## src/rtl/nextasic_receiver.sv

```systemverilog
// Deserialises 41-bit NeXT serial frames (start bit + 40 payload bits, MSB first),
// steering audio frames to a strobe port and others into a one-entry valid/ready holding register.
// Optional 2-flop input synchroniser: define NEXTASIC_RX_SYNC_EN.
module nextasic_receiver #(
  parameter logic [7:0]  AUDIO_CMD = 8'hC7,
  parameter int unsigned GAP_BITS  = 3
) (
  input  logic        clk,
  input  logic        rst_n,
  input  logic        sin,
  output logic [39:0] out_data,
  output logic        out_valid,
  input  logic        out_ready,
  output logic [31:0] audio_data,
  output logic        audio_valid,
  output logic        overrun,
  output logic        frame_error
);

  localparam int unsigned CNT_W     = 6;
  localparam int unsigned PAYLOAD_W = 40;
  localparam int unsigned AUDIO_W   = 32;
  localparam logic [CNT_W-1:0] LAST_BIT = CNT_W'(PAYLOAD_W - 1);
  localparam logic [CNT_W-1:0] GAP_LAST = CNT_W'(GAP_BITS - 1);

  typedef enum logic [1:0] {IDLE, RECV, GAP} state_t;

  state_t               state_q, state_d;
  logic [CNT_W-1:0]     cnt_q, cnt_d;
  logic [PAYLOAD_W-1:0] shift_q, shift_d;
  logic                 done_q, done_c;
  logic                 ferr_c;
  logic                 s;

`ifdef NEXTASIC_RX_SYNC_EN
  logic [1:0] sync_q;

  // Two-stage synchroniser for an asynchronous serial line
  always_ff @(posedge clk or negedge rst_n) begin
    if (!rst_n) sync_q <= 2'b00;
    else        sync_q <= {sync_q[0], sin};
  end
  assign s = sync_q[1];
`else
  assign s = sin;
`endif

  always_ff @(posedge clk or negedge rst_n) begin
    if (!rst_n) begin
      state_q <= IDLE;
      cnt_q   <= '0;
      shift_q <= '0;
      done_q  <= 1'b0;
    end else begin
      state_q <= state_d;
      cnt_q   <= cnt_d;
      shift_q <= shift_d;
      done_q  <= done_c;
    end
  end

  always_comb begin
    state_d = state_q;
    cnt_d   = cnt_q;
    shift_d = shift_q;
    done_c  = 1'b0;
    ferr_c  = 1'b0;
    case (state_q)
      IDLE: begin
        if (s) begin
          state_d = RECV;
          cnt_d   = '0;
        end
      end
      RECV: begin
        shift_d = {shift_q[PAYLOAD_W-2:0], s};
        if (cnt_q == LAST_BIT) begin
          done_c  = 1'b1;
          cnt_d   = '0;
          state_d = (GAP_BITS == 0) ? IDLE : GAP;
        end else begin
          cnt_d = cnt_q + CNT_W'(1);
        end
      end
      GAP: begin
        // A 1 here is flagged but never taken as a start bit
        ferr_c = s;
        if (cnt_q == GAP_LAST) begin
          state_d = IDLE;
          cnt_d   = '0;
        end else begin
          cnt_d = cnt_q + CNT_W'(1);
        end
      end
      default: state_d = IDLE;
    endcase
  end

  // Frame dispatch, holding register and status pulses; shift_q is stable during the dispatch cycle
  always_ff @(posedge clk or negedge rst_n) begin
    if (!rst_n) begin
      out_data    <= '0;
      out_valid   <= 1'b0;
      audio_data  <= '0;
      audio_valid <= 1'b0;
      overrun     <= 1'b0;
      frame_error <= 1'b0;
    end else begin
      audio_valid <= 1'b0;
      overrun     <= 1'b0;
      frame_error <= ferr_c;
      if (out_valid && out_ready) out_valid <= 1'b0;
      if (done_q) begin
        if (shift_q[PAYLOAD_W-1:AUDIO_W] == AUDIO_CMD) begin
          audio_data  <= shift_q[AUDIO_W-1:0];
          audio_valid <= 1'b1;
        end else if (!out_valid || out_ready) begin
          out_data  <= shift_q;
          out_valid <= 1'b1;
        end else begin
          overrun <= 1'b1;
        end
      end
    end
  end

endmodule
```

## config.mk

```make
export PLATFORM = sky130hd
export DESIGN_NAME = nextasic_receiver
export DESIGN_NICKNAME = d
export VERILOG_FILES = /design/src/rtl/nextasic_receiver.sv
export SDC_FILE = /design/constraint.sdc
export NUM_CORES = 1
export LEC_CHECK = 0
export BUFFER_PORTS_ARGS = -buffer_cell sky130_fd_sc_hd__buf_4
export CAP_MARGIN = 5
export CELL_PAD_IN_SITES_DETAIL_PLACEMENT = 0
export CELL_PAD_IN_SITES_GLOBAL_PLACEMENT = 1
export CORE_MARGIN = 8
export CORE_UTILIZATION = 47
export CTS_CLUSTER_SIZE = 10
export DETAILED_ROUTE_END_ITERATION = 16
export PLACE_DENSITY = 0.89
export SETUP_SLACK_MARGIN = 0.5
export SLEW_MARGIN = 20
export SYNTH_ARGS = -nofsm -noshare
export SYNTH_HDL_FRONTEND = slang
export SYNTH_SLANG_ARGS = --single-unit
export TNS_END_PERCENT = 30
```

## constraint.sdc

```tcl
create_clock -name clk -period 2.16 [get_ports clk]
set_input_delay 0 -clock clk [delete_from_list [all_inputs] [get_ports clk]]
set_output_delay 0 -clock clk [all_outputs]
set_load 0.05 [all_outputs]
```

## After elaboration in Yosys (flattened, before gate mapping)

Index checks and enable logic that the tools add are counted.

| operators by class | value |
|---|---|
| mux-type cells | 20 |
| bitwise gates (word level) | 1 |
| reduce and logical (&&, ||, !) cells | 9 |
| $add $sub $neg | 1 |
| eq/ne operators | 8 |

Operators by type and width:

| kind | count |
|---|---|
| 6-bit two-way mux | 3 |
| 6-bit one-hot mux with 3 select lines | 1 |
| 1-bit two-way mux | 12 |
| 8-bit equality test (second input constant) | 1 |
| 6-bit by 1-bit adder with 6-bit output (second input constant) | 1 |
| 6-bit by 2-bit equality test with 1-bit output (second input constant) | 1 |
| 6-bit equality test (second input constant) | 1 |
| 2-bit two-way mux | 3 |
| 2-bit != test (second input constant) | 3 |
| 2-bit one-hot mux with 3 select lines | 1 |
| 3-bit AND reduction | 2 |
| 2-bit AND reduction | 2 |
| 3-bit nonzero test | 1 |
| 2-bit by 1-bit equality test with 1-bit output (second input constant) | 1 |
| 2-bit equality test (second input constant) | 1 |
| 2-bit zero test | 1 |
| 1-bit logical AND | 1 |
| 1-bit zero test | 1 |
| 1-bit logical OR | 1 |
| 1-bit inverter | 1 |

| storage, ports and cells | value |
|---|---|
| logic and storage cells | 49 |
| output and inout bits | 76 |
| input bits | 4 |
| flip-flop bits (word level) | 125 |

## Depth between registers and ports, before layout

Gate-level depths: netlist of the first run.

| logic depth | value |
|---|---|
| depth in word-level cells | 5 |
| gate-level depth with buffers | 7 |

## Worst setup path before layout of the first run

OpenSTA, ideal clock, no wires.

| timing | value |
|---|---|
| path type | reg-to-reg |
| start point | register state_q[1] |
| end point | register shift_q[28] |
| library setup time | 0.125 ns |
| buffers on the path | 2 |
| data arrival time | 1.527 ns |
| stages on the path, launching flop included | 6 |
| required time | 2.035 ns |
| setup slack | 0.508 ns |
| path through | dfrtp_1 -> inv_1 -> ha_1 -> clkbuf_1 -> buf_1 -> mux2_2 |

| between the ends | value |
|---|---|
| word-level cells in the longest chain between the ends | 1 |

Ends and longest elaborated chain:

| item | line | RTL |
|---|---|---|
| start: declaration | 28 | `state_t state_q, state_d;` |
| start signal: assignment | 55 | `state_q <= state_d;` |
| 2-bit by 1-bit equality test with 1-bit output | 68 | `case (state_q)` |
| end signal: assignment | 57 | `shift_q <= shift_d;` |
| end: declaration | 30 | `logic [PAYLOAD_W-1:0] shift_q, shift_d;` |

Every way passes these cells.
A chain may end at the register's enable or synchronous reset.

## Final worst setup path of the first run

| timing | value |
|---|---|
| start point | register shift_q[35] |
| end point | register out_data[13] |

| between the ends | value |
|---|---|
| word-level cells in the longest chain between the ends | 3 |

Ends and longest elaborated chain:

| item | line | RTL |
|---|---|---|
| 8-bit equality test | 114 | `if (shift_q[PAYLOAD_W-1:AUDIO_W] == AUDIO_CMD) begin` |
| 1-bit inverter (no source line) | -- |  |
| 3-bit AND reduction (no source line) | -- |  |
| end signal: assignment | 118 | `out_data <= shift_q;` |
| end: declaration | 11 | `output logic [39:0] out_data,` |

Every way passes these cells.

==> flow_summary.toml, run 1 <==
[worst_setup_path]
path_max_fanout = 8
rr_startpoint = "shift_q[35]$_DFFE_PN0P_"
setup.reg_to_reg.worst_slack_ns = 0.46
critPathCaptureType = "flop"
worstSetupStartpointType = "flop"
worst_reg2reg_path_endpoint = "out_data[13]$_DFFE_PN0P_"
timing_worst_setup_path_type = "flop to flop"
worst_ep_arrival_time_ns = 2.09
worstPathRequired_ns = 2.55
reg2regPathDepth = 6

[grt]
number_of_antenna_violations_at_the_first_check_in_global_routing = 0
grt_pass1_vias = 3200
global_route.overflow_total = 0
grt_start_max_net_pins = 52
grt_pass1_wl_mm = 16.7
globalRouteTotalUtil = 0.147

[synth]
net_count_after_synthesis = 323
synth_top_cells_by_area = "sky130_fd_sc_hd__dfrtp_1 (62%), sky130_fd_sc_hd__mux2_2 (19%), sky130_fd_sc_hd__mux2_4 (8.7%)"
synth-seq-area-share = 0.625
biggest_area_consumer_among_synthesized_cells = "sky130_fd_sc_hd__dfrtp_1"
synthFlopType = "sky130_fd_sc_hd__dfrtp_1"
synthMuxAreaShare = 0.276
synth-warning-count = 0
proportion_of_netlist_area_held_by_the_largest_area_contributor = 0.625
yosys.area_share.xor_xnor = 0.00175
synth_cell_type_count = 32
dominant_combinational_cell_family_by_area_after_synthesis = "multiplexers"
post_synth_and_or_nand_nor_area_fraction = 0.0345
netlist_area_sq_um = 5010
synth_compound_gate_area_share = 0.0220
synth_edf_count = 0
syn_inst = 314
postSynthRegisterBits = 125
fraction_of_the_mapped_netlist_area_in_adder_cells = 0.0125
synth-async-reset-ratio = 1.00
post_synth.cell_area_avg_sq_um = 15.9

[drt]
drt_drc_violations_left = 0
antenna_left = 0
route.final.wire_length_mm = 10.3
first_pass_iters = 4
drt-initial-drc-count = 197
overall_via_count_from_detail_route = 2947
via_density = 5.16
wire_per_inst_microns = 18.0

[timing]
drv_slew = 0
setup_repair_after_global_routing_missed_its_margin = "true"
maxSlewHeadroom = 0.578
min_period_ns = 1.70
timing.final.setup_violations = 0
worst_slew_pin_slew_ns = 0.632
setup_total_negative_slack_ns = 0
max_clock_freq_mhz = 587
finalCritPeriodShare = 0.789
finalClockSkew_ns = 0.00967
finalHoldViolations = 0

[power_and_ir_drop]
combPwrFrac = 0.150
ir_worst_vdd_uv = 528
seq_power_share = 0.450
power.share.switching = 0.255
intPower_uw = 4850
p_clk_frac = 0.400
power.static_leakage_uw = 0.00346
power.density_cell_area_nw_per_um2 = 989
switching_power_uw = 1660

[placed_design]
dp_hpwl_mm = 6.49
numPortBuffers = 79
gp_congestion = 0.775

[cells_and_area]
final_nets = 431
area.growth.synth_to_final_pct = 31.5
multi_input_comb_area_sq_um = 1810
most_used_cells_in_the_layout_excluding_fill_and_tap_cells = "sky130_fd_sc_hd__dfrtp_1 (125), sky130_fd_sc_hd__buf_4 (92), sky130_fd_sc_hd__mux2_2 (80), sky130_fd_sc_hd__mux2_4 (32), sky130_fd_sc_hd__clkbuf_16 (17)"
fill_cell_instance_count_of_the_final_layout = 718
finish.utilization = 0.637
layout.cells.most_common = "sky130_fd_sc_hd__dfrtp_1"
drive_gt1_frac = 0.572
insertedDiodeCount = 0
ff_latch_area_sq_um = 3130

[floorplan]
dieWidth_microns = 119
floorplan.initialDensity = 0.485
core-area_sq_um = 10300
design.portCount = 80
chipHeight_microns = 119
fp.dieArea_sq_um = 14200
rows = 37

[clock_tree]
htreeDepth = 4
cts.path.max_buffers = 2
cts_num_sinks = 125
tritoncts_clock_tree = "yes"
clock_latency_ns = 0.51
clkTransAtPathRegs_ns = 0.05
ctsRootBufferMaster = "sky130_fd_sc_hd__clkbuf_8"
tritoncts.num_buffers = 17

[outcome]
run_status = "completed"

[worst_hold_path]
worst_hold_path_type = "primary input to async pin"

[run]
max_cap_check_violation_count = 0
how the worst max path moves through the flow:
stage | startpoint | to | slack, ns | cells after the start
after CTS | shift_q[35]$_DFFE_PN0P_ | out_data[11]$_DFFE_PN0P_ | 0.44 | 6
after detailed placement | shift_q[35]$_DFFE_PN0P_ | audio_data[12]$_DFFE_PN0P_ | 0.26 | 5
after global placement | shift_q[35]$_DFFE_PN0P_ | audio_data[4]$_DFFE_PN0P_ | 0.31 | 5
final | shift_q[35]$_DFFE_PN0P_ | out_data[13]$_DFFE_PN0P_ | 0.46 | 6
after global routing | shift_q[35]$_DFFE_PN0P_ | out_data[39]$_DFFE_PN0P_ | 0.37 | 6
after floorplan | state_q[1]$_DFFE_PN0P_ | shift_q[28]$_DFFE_PN0P_ | 0.51 | 5
flip-flops by register name, indices dropped and copies added (netlist names):
register,count
out_valid,1
state_q,2
overrun,1
out_data,40
done_q,1
cnt_q,6
shift_q,40
frame_error,1
audio_data,32
audio_valid,1
cell usage after synthesis (2+ instances only):
cell and count:
sky130_fd_sc_hd__buf_1 2, sky130_fd_sc_hd__buf_12 3, sky130_fd_sc_hd__nand3_1 5, sky130_fd_sc_hd__clkbuf_1 4
sky130_fd_sc_hd__nand2b_1 2, sky130_fd_sc_hd__and2_1 2, sky130_fd_sc_hd__o211ai_1 2, sky130_fd_sc_hd__mux2_2 83
sky130_fd_sc_hd__nor3_1 3, sky130_fd_sc_hd__buf_2 4, sky130_fd_sc_hd__o2111ai_1 2, sky130_fd_sc_hd__dfrtp_1 125
sky130_fd_sc_hd__mux2_4 29, sky130_fd_sc_hd__nand4_1 2, sky130_fd_sc_hd__o32a_1 2, sky130_fd_sc_hd__nor2_1 5
sky130_fd_sc_hd__o21ai_0 4, sky130_fd_sc_hd__ha_1 5, sky130_fd_sc_hd__inv_1 8, sky130_fd_sc_hd__nand2_1 10
repair_timing:
item                                   in CTS  in global routing
gates resized for setup                     3                 13
hold buffers                                3                  0
cloned                                      2                  2
buffers inserted                            3                  5
pin swaps                                   2                  0
setup endpoints to repair                  63                 79
endpoints found under the hold margin      99                  0
cells by family (layout without fill, tap and decap cells):
family	count (synthesis)	count (layout)
AO/OA/AOI/OAI	14	14
XOR/XNOR	1	1
adder cells (fa/ha/maj)	5	5
buffers and inverters	22	143
flip-flops	125	125
multiplexers	113	113
AND/OR/NAND/NOR	34	34
layout make-up:
class | count | area share
Sequential cell | 125 | 0.475
Multi-Input combinational cell | 167 | 0.276
Timing Repair Buffer | 103 | 0.134
Clock buffer | 26 | 0.0757
Tap cell | 136 | 0.0259
Clock inverter | 6 | 0.00875
Inverter | 8 | 0.00456
through the flow:
step,hold WS (ns),instances,power (uW),area (sq um),setup slack (ns)
after floorplan,-0.296,314,3580,5010,0.508
after global placement,0.0594,524,3820,5770,0.313
after detailed placement,0.0622,524,3880,5770,0.261
after CTS,0.0645,564,6510,6430,0.439
after global routing,0.105,571,6840,6580,0.375
final,0.0706,571,6510,6580,0.456
layer usage:
| metal | track usage | vias up | wire length, microns |
|---|---|---|---|
| met5 | 0 | - | 0 |
| met4 | 0.0482 | 0 | 68 |
| met1 | 0.182 | 1529 | 4700 |
| met2 | 0.230 | 71 | 4970 |
| li1 | - | 1341 | - |
| met3 | 0.0609 | 6 | 563 |
power groups by stage:
stage / clock network (uW) / registers (uW) / logic [uW]
final: 2600 / 2930 / 976
after global routing: 2780 / 2980 / 1080
after detailed placement: 0 / 2970 / 913
after floorplan: 0 / 2860 / 719
after CTS: 2650 / 2930 / 925
after global placement: 0 / 2950 / 877
critical path: stages (launching register included):
cell and delay [ns]:
sky130_fd_sc_hd__dfrtp_1 0.37, sky130_fd_sc_hd__and4b_1 0.24, sky130_fd_sc_hd__nand4_1 0.13, sky130_fd_sc_hd__buf_4 0.18, sky130_fd_sc_hd__nand3_4 0.13, sky130_fd_sc_hd__clkbuf_16 0.20, sky130_fd_sc_hd__mux2_2 0.33
Power figures use the tool's default switching activity.
==> run 2: changes to the inputs <==
--- a/config.mk
+++ b/config.mk
@@ -5,15 +5,16 @@
 export SDC_FILE = /design/constraint.sdc
 export NUM_CORES = 1
 export LEC_CHECK = 0
+export ABC_AREA = 1
 export BUFFER_PORTS_ARGS = -buffer_cell sky130_fd_sc_hd__buf_4
 export CAP_MARGIN = 5
 export CELL_PAD_IN_SITES_DETAIL_PLACEMENT = 0
 export CELL_PAD_IN_SITES_GLOBAL_PLACEMENT = 1
 export CORE_MARGIN = 8
-export CORE_UTILIZATION = 47
+export CORE_UTILIZATION = 38
 export CTS_CLUSTER_SIZE = 10
 export DETAILED_ROUTE_END_ITERATION = 16
-export PLACE_DENSITY = 0.89
+export PLACE_DENSITY = 0.84
 export SETUP_SLACK_MARGIN = 0.5
 export SLEW_MARGIN = 20
 export SYNTH_ARGS = -nofsm -noshare
==> constraint.sdc (replaced) <==
create_clock -name clk -period 1.5 [get_ports clk]
set_input_delay 0 -clock clk [delete_from_list [all_inputs] [get_ports clk]]
set_output_delay 0 -clock clk [all_outputs]
set_load 0.05 [all_outputs]
==> flow_summary.toml, run 2 <==
[cells_and_area]
reg_top3 = "out_data (40), shift_q (40), audio_data (32)"
insertedDiodeCount = 0
most_used_cells_in_the_layout_excluding_fill_and_tap_cells = "sky130_fd_sc_hd__dfrtp_1 (124), sky130_fd_sc_hd__nand2_1 (108), sky130_fd_sc_hd__buf_6 (73), sky130_fd_sc_hd__inv_1 (51), sky130_fd_sc_hd__nand2_2 (48)"
layout.cells.most_common = "sky130_fd_sc_hd__dfrtp_1"
layoutNonFillerInstCount = 827
final_nets = 651
finish.utilization = 0.600
fill_cell_instance_count_of_the_final_layout = 1037
drive_gt1_frac = 0.408
area.growth.synth_to_final_pct = 54.1

[outcome]
run_status = "complete, but fails checks"
violations = "negative hold slack"

[drt]
first_pass_iters = 4
antenna_left = 0
overall_via_count_from_detail_route = 3939
wire_per_inst_microns = 15.8
drt-initial-drc-count = 262
drt_drc_violations_left = 0
via_density = 4.76
route.final.wire_length_mm = 13.1

[timing]
min_period_ns = 1.43
finalHoldViolations = 2
setup_repair_after_global_routing_missed_its_margin = "true"
maxSlewHeadroom = 0.755
max_clock_freq_mhz = 698
worst_slew_pin_slew_ns = 0.367
timing.final.setup_violations = 0
finalClockSkew_ns = 0.00851
drv_slew = 0
finalCritPeriodShare = 0.955
worst_hold_slack_across_all_endpoints_ns = -0.0801

[grt]
grt_pass1_vias = 3892
grt_start_max_net_pins = 51
global_route.overflow_total = 0
globalRouteTotalUtil = 0.151
grt_pass1_wl_mm = 19.8
number_of_antenna_violations_at_the_first_check_in_global_routing = 0

[power_and_ir_drop]
combPwrFrac = 0.028
switching_power_uw = 1600
p_clk_frac = 0.528
seq_power_share = 0.444
power.share.switching = 0.205
power.static_leakage_uw = 0.00391
power.density_cell_area_nw_per_um2 = 1030
ir_worst_vdd_uv = 482
intPower_uw = 6240

[clock_tree]
tritoncts.num_buffers = 17
post_cts_hold_buffer_count = 2
clock_latency_ns = 0.41
clkTransAtPathRegs_ns = 0.05
tritoncts_clock_tree = "yes"
cts.path.max_buffers = 2
ctsRootBufferMaster = "sky130_fd_sc_hd__clkbuf_16"
htreeDepth = 4
cts_num_sinks = 125

[synth]
postSynthRegisterBits = 125
synth_common_cells = "sky130_fd_sc_hd__nand2_1 (173), sky130_fd_sc_hd__dfrtp_1 (125), sky130_fd_sc_hd__o21ai_0 (107)"
net_count_after_synthesis = 540
post_synth.cell_area_avg_sq_um = 9.29
biggest_area_consumer_among_synthesized_cells = "sky130_fd_sc_hd__dfrtp_1"
synth-warning-count = 0
netlist_area_sq_um = 4930
proportion_of_netlist_area_held_by_the_largest_area_contributor = 0.634
synthFlopType = "sky130_fd_sc_hd__dfrtp_1"
synth_cell_type_count = 19
most_common_cell_in_the_synthesized_netlist = "sky130_fd_sc_hd__nand2_1"
synth-async-reset-ratio = 1.00
syn_inst = 531
synth_edf_count = 0
synth-seq-area-share = 0.634
synth_top_cells_by_area = "sky130_fd_sc_hd__dfrtp_1 (63%), sky130_fd_sc_hd__nand2_1 (13%), sky130_fd_sc_hd__o21ai_0 (11%)"

[floorplan]
floorplan.initialDensity = 0.389
design.portCount = 80
core-area_sq_um = 12700
chipHeight_microns = 130
fp.dieArea_sq_um = 16900
dieWidth_microns = 130
rows = 41

[placed_design]
dp_cells = 767
dp_hpwl_mm = 7.44
numPortBuffers = 79
gp_congestion = 0.758

[worst_setup_path]
worstSetupStartpointType = "flop"
critPathCaptureType = "flop"
timing.critical_path.slowest_cell_delay_ns = 0.39
crit_path_top_delay_cell = "sky130_fd_sc_hd__dfrtp_1"
path_cells = "nor3_2 -> nand2_2 -> buf_12 -> nor2_4 -> buf_12 -> nand2_1 -> nand2_1"
worst_ep_arrival_time_ns = 1.78
timing_worst_setup_path_type = "flop to flop"
reg2regPathDepth = 7
path_max_fanout = 34
worstPathRequired_ns = 1.85

[run]
max_cap_check_violation_count = 0

[worst_hold_path]
worst_hold_path_type = "primary input to flop"
timing.hold.worst_path_depth = 4
-- run 2: cell types whose count changed after synthesis, sizes merged, moves of 3 or more --
cell	previous run	this run
mux2	112	0
inv	8	55
nor2	5	11
o21ai	4	119
clkbuf	4	13
nand2	10	174
a21oi	0	4
nand3	5	9
buf	10	13
-- run 2: per-layer routing --
metal / track usage / vias to the layer above / share of wire / routed length (microns)
met1: 0.190 / 1914 / 0.42 / 5510
met4: 0.0663 / 0 / 0.013 / 167
li1: - / 1920 / - / -
met3: 0.0400 / 19 / 0.042 / 547
met2: 0.242 / 86 / 0.52 / 6850
met5: 0 / - / 0 / 0
-- run 2: path summary, 6_finish.rpt --
kind,end,start,slack (ns)
setup / recovery,audio_data[10]$_DFFE_PN0P_,shift_q[37]$_DFFE_PN0P_,0.07
hold / removal,overrun$_DFF_PN0_,out_ready,-0.08
hold reg to reg,out_data[6]$_DFFE_PN0P_,out_data[6]$_DFFE_PN0P_,0.49
setup reg to reg,audio_data[10]$_DFFE_PN0P_,shift_q[37]$_DFFE_PN0P_,0.07
max in group asynchronous,shift_q[14]$_DFFE_PN0P_,rst_n,0.88
min in group asynchronous,out_data[35]$_DFFE_PN0P_,rst_n,0.04
-- run 2: kinds of logic after synthesis --
logic type,after synthesis,synth area share
AO/OA/AOI/OAI,123,0.125
AND/OR/NAND/NOR,197,0.158
adder cells (fa/ha/maj),5,0.0127
buffers and inverters,81,0.0705
flip-flops,125,0.634
-- run 2: per-stage QoR --
step / setup TNS, ns / hold slack (ns) / total power [uW] / instance area [sq um] / worst slack (ns)
after floorplan: 0 / -0.296 / 3590 / 5020 / 0.224
after global placement: 0 / -0.0601 / 3700 / 5820 / 0.127
after detailed placement: 0 / -0.0596 / 3710 / 5820 / 0.0732
after CTS: 0 / -0.110 / 7870 / 6810 / 0.0743
after global routing: -0.326 / -0.0775 / 8100 / 7600 / -0.0434
final: 0 / -0.0801 / 7840 / 7600 / 0.0675
-- run 2: timing repair --
action                                  CTS  global route
endpoints found under the setup margin  169           196
buffers inserted                         18             0
hold endpoints to repair                131             2
gates resized for setup                  30           230
cloned                                    5             3
pin swaps                                 5            16
-- run 2: power groups by stage --
| stage | clock, uW | combinational [uW] | sequential, uW |
|---|---|---|---|
| finish | 4140 | 223 | 3480 |
| global route | 4350 | 260 | 3490 |
| CTS | 4200 | 193 | 3480 |
| detailed placement | 0 | 178 | 3530 |
| global placement | 0 | 173 | 3530 |
| floorplan | 0 | 68.4 | 3520 |
-- run 2: worst max-delay path: cells and delay by family, from the launching register on --
family / cells / cell delay, ns
and+or+nand+nor: 5 / 0.59
buffers and inverters: 2 / 0.37
DFF: 1 / 0.39
-- run 2: final cells by class --
type / count / area [sq um] / area share
clock inverters: 7 / 110 / 0.0145
inverters: 55 / 206 / 0.0272
well taps: 172 / 215 / 0.0283
repair buffers: 118 / 1500 / 0.197
multi-input cells: 325 / 1960 / 0.257
flip-flops and latches: 125 / 3130 / 0.412
clock buffers: 25 / 485 / 0.0638
==> run 3: changes to the inputs <==
--- a/config.mk
+++ b/config.mk
@@ -15,7 +15,7 @@
 export CTS_CLUSTER_SIZE = 10
 export DETAILED_ROUTE_END_ITERATION = 16
 export PLACE_DENSITY = 0.84
-export SETUP_SLACK_MARGIN = 0.5
+export SETUP_SLACK_MARGIN = 0.05
 export SLEW_MARGIN = 20
 export SYNTH_ARGS = -nofsm -noshare
 export SYNTH_HDL_FRONTEND = slang
==> constraint.sdc (replaced) <==
create_clock -name clk -period 1.5 [get_ports clk]
set_input_delay 0.075 -clock clk [delete_from_list [all_inputs] [get_ports clk]]
set_output_delay 0.075 -clock clk [all_outputs]
set_load 0.05 [all_outputs]
==> flow_summary.toml, run 3 (synthesis gave the netlist of run 2 again) <==
[outcome]
run_status = "completed"

[cells_and_area]
fill_cell_instance_count_of_the_final_layout = 1176
multi_input_comb_area_sq_um = 1510
area.growth.synth_to_final_pct = 34.0
most_used_cells_in_the_layout_excluding_fill_and_tap_cells = "sky130_fd_sc_hd__nand2_1 (171), sky130_fd_sc_hd__dfrtp_1 (125), sky130_fd_sc_hd__o21ai_0 (104), sky130_fd_sc_hd__buf_4 (92), sky130_fd_sc_hd__inv_1 (53)"
finish.utilization = 0.522
ff_latch_area_sq_um = 3130
final_nets = 636
layout.cells.most_common = "sky130_fd_sc_hd__nand2_1"
drive_gt1_frac = 0.228
reg_top3 = "out_data (40), shift_q (40), audio_data (32)"
insertedDiodeCount = 0

[worst_setup_path]
timing_worst_setup_path_type = "flop to flop"
path_max_fanout = 13
critPathCaptureType = "flop"
worstSetupStartpointType = "flop"
worstPathRequired_ns = 1.79
worst_ep_arrival_time_ns = 1.68

[grt]
global_route.overflow_total = 0
globalRouteTotalUtil = 0.140
grt_start_max_net_pins = 51
number_of_antenna_violations_at_the_first_check_in_global_routing = 0
grt_pass1_wl_mm = 18.5
grt_pass1_vias = 3795

[power_and_ir_drop]
ir_worst_vdd_uv = 649
power.static_leakage_uw = 0.00362
power.density_cell_area_nw_per_um2 = 1260
power_uw = 8320

[clock_tree]
tritoncts_clock_tree = "yes"
clkTransAtPathRegs_ns = 0.06
tritoncts.num_buffers = 17
htreeDepth = 4
clock_latency_ns = 0.41
ctsRootBufferMaster = "sky130_fd_sc_hd__clkbuf_16"
cts_num_sinks = 125
cts.path.max_buffers = 2

[placed_design]
gp_congestion = 0.836
dp_hpwl_mm = 7.62
numPortBuffers = 79
pre_cts_ws_ns = 0.0544

[drt]
overall_via_count_from_detail_route = 3796
drt_drc_violations_left = 0
first_pass_iters = 4
wire_per_inst_microns = 13.3
antenna_left = 0
via_density = 4.67
route.final.wire_length_mm = 10.8
drt-initial-drc-count = 247

[timing]
finalClockSkew_ns = 0.00891
max_clock_freq_mhz = 719
post-route-worst-setup-slack_ns = 0.109
maxSlewHeadroom = 0.725
min_period_ns = 1.39
finalHoldViolations = 0
setup_total_negative_slack_ns = 0
setup_repair_after_global_routing_missed_its_margin = "true"
timing.final.setup_violations = 0
finalCritPeriodShare = 0.927
worst_slew_pin_slew_ns = 0.413
drv_slew = 0

[floorplan]
chipHeight_microns = 130
core-area_sq_um = 12700
design.portCount = 80
fp.dieArea_sq_um = 16900
floorplan.initialDensity = 0.389
dieWidth_microns = 130
rows = 41

[worst_hold_path]
worst_hold_path_type = "primary input to async pin"

[run]
max_cap_check_violation_count = 0
-- run 3: cell count changes in the layout (fill, tap and decap cells not counted), moves of 5 or more --
cell	before	now
sky130_fd_sc_hd__buf_4	19	92
sky130_fd_sc_hd__buf_6	73	1
sky130_fd_sc_hd__nand2_1	108	171
sky130_fd_sc_hd__o21ai_0	43	104
sky130_fd_sc_hd__nand2_2	48	3
sky130_fd_sc_hd__o21ai_2	38	0
sky130_fd_sc_hd__o21ai_1	35	14
sky130_fd_sc_hd__nand2_4	18	0
sky130_fd_sc_hd__buf_16	6	0
sky130_fd_sc_hd__buf_8	5	0
-- run 3: worst paths after layout --
kind	from	endpoint	slack, ns	depth (start not counted)
max reg2reg	shift_q[34]$_DFFE_PN0P_	audio_data[11]$_DFFE_PN0P_	0.11	6
min	rst_n	shift_q[14]$_DFFE_PN0P_	0.14	2
max	shift_q[34]$_DFFE_PN0P_	audio_data[11]$_DFFE_PN0P_	0.11	6
min in group clk	sin	frame_error$_DFF_PN0_	0.47	4
min reg2reg	out_data[15]$_DFFE_PN0P_	out_data[15]$_DFFE_PN0P_	0.48	2
max in group asynchronous	rst_n	shift_q[31]$_DFFE_PN0P_	0.80	3
-- run 3: layout make-up --
type | instances | area share
clock inverters | 11 | 0.0320
well taps | 172 | 0.0326
flip-flops and latches | 125 | 0.473
inverters | 55 | 0.0312
repair buffers | 103 | 0.132
clock buffers | 21 | 0.0712
multi-input cells | 325 | 0.228
-- run 3: power breakdown --
part / switching, uW / internal (uW)
sequential: 45.2 / 3430
combinational: 123 / 57.1
clock: 1430 / 3240
-- run 3: what timing repair did --
action | 4_1_cts | 5_1_grt
buffers inserted | 0 | 2
gates resized for setup | 1 | 14
pin swaps | 0 | 2
hold buffers | 3 | 0
hold endpoints to repair | 129 | 0
setup endpoints to repair | 1 | 48
-- run 3: per-layer routing --
metal | wire length, microns | global-route usage | up-vias
met4 | 169 | 0.0505 | 0
li1 | - | - | 1877
met3 | 636 | 0.0514 | 15
met2 | 5050 | 0.221 | 83
met1 | 4980 | 0.171 | 1821
met5 | 0 | 0 | -
-- run 3: worst max-delay path, cell delays in order (launching register included) --
cell	delay, ns
sky130_fd_sc_hd__dfrtp_1	0.37
sky130_fd_sc_hd__inv_1	0.09
sky130_fd_sc_hd__nor3_2	0.18
sky130_fd_sc_hd__nand2_2	0.16
sky130_fd_sc_hd__buf_4	0.22
sky130_fd_sc_hd__o21ai_0	0.19
sky130_fd_sc_hd__nand2_1	0.07
-- run 3: per-stage QoR --
step | std cells | hold slack, ns | cell area [sq um]
final | 812 | 0.143 | 6610
after global routing | 812 | 0.165 | 6610
after CTS | 810 | 0.133 | 6560
after detailed placement | 775 | 0.0326 | 5840
after global placement | 775 | 0.0323 | 5840
after floorplan | 531 | -0.221 | 4940
